### config.mk
export PLATFORM = sky130hd
export DESIGN_NAME = seg7_scan_mux
export DESIGN_NICKNAME = d
export VERILOG_FILES = /design/src/rtl/seg7_scan_mux.sv
export SDC_FILE = /design/constraint.sdc
export NUM_CORES = 1
export LEC_CHECK = 0
export CAP_MARGIN = 20
export CORE_AREA = 2 2 75 77
export DETAILED_ROUTE_END_ITERATION = 10
export DIE_AREA = 0 0 77 79
export PLACE_DENSITY_LB_ADDON = 0.05
export SLEW_MARGIN = 15
export SYNTH_ARGS = -nofsm -noshare
export SYNTH_HDL_FRONTEND = slang
export SYNTH_SLANG_ARGS = --single-unit
### constraint.sdc
create_clock -name clk -period 2.3 [get_ports clk]
set_clock_uncertainty 0.15 [all_clocks]
set_input_delay 0.46 -clock clk [delete_from_list [all_inputs] [get_ports clk]]
set_output_delay 0.46 -clock clk [all_outputs]
set_load 0.05 [all_outputs]
### src/rtl/seg7_scan_mux.sv
// Time-multiplexed hex driver for a common-anode seven-segment display.
// A load-only shadow keeps the shown value tear-free; one digit per refresh slot.
module seg7_scan_mux #(
  parameter int DIGITS      = 4,
  parameter int REFRESH_DIV = 50000,
  parameter int BLANK_CYC   = 16
) (
  input  logic                  clk,
  input  logic                  rst,
  input  logic [4*DIGITS-1:0]   din,
  input  logic [DIGITS-1:0]     dp_in,
  input  logic [DIGITS-1:0]     digit_en,
  input  logic                  lz_blank,
  input  logic                  load,
  output logic [DIGITS-1:0]     an,
  output logic [6:0]            dout,
  output logic                  dp
);

  localparam int CNT_W = (REFRESH_DIV > 1) ? $clog2(REFRESH_DIV) : 1;
  localparam int IDX_W = (DIGITS > 1) ? $clog2(DIGITS) : 1;

  logic [4*DIGITS-1:0] shadow_val_q, shadow_val_d;
  logic [DIGITS-1:0]   shadow_dp_q, shadow_dp_d;
  logic [DIGITS-1:0]   shadow_en_q, shadow_en_d;
  logic [CNT_W-1:0]    cnt_q, cnt_d;
  logic [IDX_W-1:0]    idx_q, idx_d;
  logic [DIGITS-1:0]   an_q, an_d;
  logic [6:0]          seg_q, seg_d;
  logic                dp_q, dp_d;

  logic                blank_win;
  logic [DIGITS-1:0]   sup_vec;
  logic                upper_zero;
  logic [3:0]          cur_nib;
  logic                visible;

  function automatic logic [6:0] hex_seg(input logic [3:0] n);
    hex_seg = 7'b0000000;
    case (n)
      4'h0: hex_seg = 7'b0111111;
      4'h1: hex_seg = 7'b0000110;
      4'h2: hex_seg = 7'b1011011;
      4'h3: hex_seg = 7'b1001111;
      4'h4: hex_seg = 7'b1100110;
      4'h5: hex_seg = 7'b1101101;
      4'h6: hex_seg = 7'b1111101;
      4'h7: hex_seg = 7'b0000111;
      4'h8: hex_seg = 7'b1111111;
      4'h9: hex_seg = 7'b1101111;
      4'hA: hex_seg = 7'b1110111;
      4'hB: hex_seg = 7'b1111100;
      4'hC: hex_seg = 7'b0111001;
      4'hD: hex_seg = 7'b1011110;
      4'hE: hex_seg = 7'b1111001;
      4'hF: hex_seg = 7'b1110001;
      default: hex_seg = 7'b0000000;
    endcase
  endfunction

  // Anti-ghosting window: all anodes off for the first BLANK_CYC cycles of a slot.
  generate
    if (BLANK_CYC > 0) begin : g_blank
      assign blank_win = (cnt_q < CNT_W'(BLANK_CYC));
    end else begin : g_noblank
      assign blank_win = 1'b0;
    end
  endgenerate

  // A digit is suppressed when it and every more-significant nibble are zero.
  always_comb begin
    sup_vec    = '0;
    upper_zero = 1'b1;
    for (int i = DIGITS - 1; i >= 1; i--) begin
      upper_zero = upper_zero & (shadow_val_q[4*i +: 4] == 4'h0);
      sup_vec[i] = lz_blank & upper_zero;
    end
  end

  always_comb begin
    shadow_val_d = shadow_val_q;
    shadow_dp_d  = shadow_dp_q;
    shadow_en_d  = shadow_en_q;
    cnt_d        = cnt_q + CNT_W'(1);
    idx_d        = idx_q;

    if (load) begin
      shadow_val_d = din;
      shadow_dp_d  = dp_in;
      shadow_en_d  = digit_en;
    end

    if (cnt_q == CNT_W'(REFRESH_DIV - 1)) begin
      cnt_d = '0;
      idx_d = (idx_q == IDX_W'(DIGITS - 1)) ? '0 : idx_q + IDX_W'(1);
    end

    cur_nib = shadow_val_q[4*int'(idx_q) +: 4];
    visible = shadow_en_q[idx_q] & ~blank_win & ~sup_vec[idx_q];

    an_d  = '1;
    seg_d = 7'h7F;
    dp_d  = 1'b1;
    if (visible) begin
      an_d  = ~(DIGITS'(1) << idx_q);
      seg_d = ~hex_seg(cur_nib);
      dp_d  = ~shadow_dp_q[idx_q];
    end
  end

  always_ff @(posedge clk) begin
    if (rst) begin
      shadow_val_q <= '0;
      shadow_dp_q  <= '0;
      shadow_en_q  <= '0;
      cnt_q        <= '0;
      idx_q        <= '0;
      an_q         <= '1;
      seg_q        <= 7'h7F;
      dp_q         <= 1'b1;
    end else begin
      shadow_val_q <= shadow_val_d;
      shadow_dp_q  <= shadow_dp_d;
      shadow_en_q  <= shadow_en_d;
      cnt_q        <= cnt_d;
      idx_q        <= idx_d;
      an_q         <= an_d;
      seg_q        <= seg_d;
      dp_q         <= dp_d;
    end
  end

  assign an   = an_q;
  assign dout = seg_q;
  assign dp   = dp_q;

endmodule

==> metrics.txt <==
outcome complete, no violations; Slew headroom 41.40%; Worst Hold Class reg -> reg; PwrDens 559.0 mW/mm²; worst-path maximum fanout 6; Port-buffer cells 39; synth top area cells dfxtp_1 44%, mux2i_1 11%, mux4_2 6.4%, nor2_1 6.4%, ha_1 5.6%; Syn Nets 289; register area share after synthesis 43.64%; Area growth syn-to-layout 26.06%; Final Critical Period 2.133 ns; cells after synthesis 250; Hold Slack 0.3189 ns; Root Driver clkbuf_8; Slew Viols, Final 0; ys async rst share 0%; dpl hpwl 3899 µm; Core ar. 0.005338 mm²; Die Wd 77 µm; antenna-violating nets left 0; Setup violations, final 0; clk buf depth 2; CP arrival 2.15 ns; post-synth cell types 33; synth warn 0; layout cells sized above 1 11.41%; worst setup path class reg -> reg; diode count 0; fmax 0.4689 GHz; RSZ-0062 raised after global routing no; CTS HTree Levels 2; Post-synth EDFFs 0; Design Power 1.746 mW; CTS buffer count 5; nets 336; WP data required 2.31 ns; first-pass GRT wire length 8825 µm; post_cts resized 0; first drt pass iteration count 4; clk slew on worst S/H paths 0.10 ns; maximum VDD drop 351.4 µV; most frequent cells in the layout 54 x dfxtp_1, 42 x nor2_1, 39 x clkdlybuf4s50_1, 27 x mux2i_1, 14 x nand3_1; LEAKAGE 1.225 nW; cell area after synthesis 0.002477 mm²; post-synthesis area per instance 9.910 µm²; grt ovf 0; Critical Path End Type register; DR WL/cell 13.89 µm; Yosys top cell by area dfxtp_1; I/O Pins 40; setup tns final 0 ns; effective utilization at floorplan 46.41%; largest net degree at the start of global routing 28; Final Hold Viols 0; vias in the first global route 1850; period utilization 92.72%; vias 1902; Die Ht 79 µm; post-synthesis register bit count 54; dominant synthesized flop cell dfxtp_1; post-synth top area share 43.64%; CTS tree done; initial antenna violation count 0; RD Place Congestion 0.8946; Setup Fix Bufs, Post-CTS 0; Tot GR Track Use 18.39%; num rows 27; maxcap violations 0; CP Launch Type register; most common cell after layout, fill and taps aside dfxtp_1; clock sink count 54; Residual DRC 0; Via density 5.141; die area 0.006083 mm²; final WL 5139 µm; latest clock arrival within the worst-skew pair 0.31 ns; actual slew at the worst max-slew pin 0.8752 ns; DR iter-0 viols 111
-- repair_timing --
item | in CTS | in global routing
hold endpoints to repair | 0 | 0
hold buffers | 0 | 0
setup endpoints to repair | 0 | 1
-- worst max-delay path, cell delays in order (launching register included) --
cell and delay (ns):
dfxtp_1 0.50, mux4_2 0.62, ha_1 0.24, mux2_2 0.27, mux2i_1 0.13, nand3_1 0.08
-- worst paths after layout --
path / start / cells past startpoint / slack [ns] / endpoint
setup / recovery: idx_q[1] / 5 / 0.17 / dout[3]
hold / removal: cnt_q[0] / 1 / 0.32 / cnt_q[0]
setup reg to reg: idx_q[1] / 5 / 0.17 / dout[3]
hold reg to reg: cnt_q[0] / 1 / 0.32 / cnt_q[0]
-- flip-flops by register name (all words and copies together), names as in the netlist --
name          flops
shadow_en_q       4
dp                1
shadow_dp_q       4
idx_q             2
cnt_q            16
shadow_val_q     16
dout              7
an                4
-- through the flow --
stage	area [µm²]	util (%)	std cells	worst slack (ns)
CTS	3123	58.51	370	0.05492
floorplan	2477	-	250	0.08556
detailed placement	3024	56.66	362	0.07962
global placement	3024	56.66	362	0.1198
global route	3123	58.51	370	0.02333
finish	3123	58.51	370	0.1674
-- layout make-up --
| class | instances | area (µm²) |
|---|---|---|
| Tap cell | 72 | 90.09 |
| Timing Repair Buffer | 53 | 508.0 |
| Sequential cell | 54 | 1081 |
| Clock buffer | 6 | 82.58 |
| Multi-Input combinational cell | 174 | 1311 |
| Fill cell | 519 | 2215 |
| Inverter | 9 | 33.78 |
| Clock inverter | 2 | 16.27 |
-- logic make-up after synthesis --
| group | after synthesis | share of synthesized area [%] |
|---|---|---|
| AO/OA/AOI/OAI | 17 | 4.445 |
| buffers and inverters | 22 | 3.434 |
| flip-flops | 54 | 43.64 |
| AND/OR/NAND/NOR | 94 | 19.09 |
| multiplexers | 36 | 18.18 |
| adder cells (fa/ha/maj) | 11 | 5.555 |
| XOR/XNOR | 16 | 5.657 |
-- power breakdown --
part / leakage (nW) / internal, mW / switching, mW
registers: 0.441 / 0.964 / 0.0265
clock network: 0.0478 / 0.248 / 0.317
logic: 0.736 / 0.113 / 0.0767
total: 1.23 / 1.33 / 0.420
-- synth_stat cells (2+ instances only) --
library cell and count:
nand4_1 7, dfxtp_1 54, buf_2 2, mux2_2 2, xor2_1 7, or3_1 4
mux4_2 7, nand3_1 14, o21ai_0 4, nor4_1 2, nor3b_1 3, xnor2_1 9
and4_1 3, nor2_1 42, o21bai_1 2, clkbuf_1 11, nor2b_1 2, or4_1 4
nand2_1 6, a21oi_1 6, nor3_1 2, and2_1 2, inv_1 9, mux2i_1 27
ha_1 11
-- routing by layer --
| metal | global-route usage, % | part of all wire, % |
|---|---|---|
| met1 | 23.13 | 48 |
| met2 | 32.11 | 48 |
| met3 | 2.727 | 2.7 |
| met4 | 6.964 | 1.6 |
| met5 | 0 | 0 |
(Power assumes the default switching activity.)
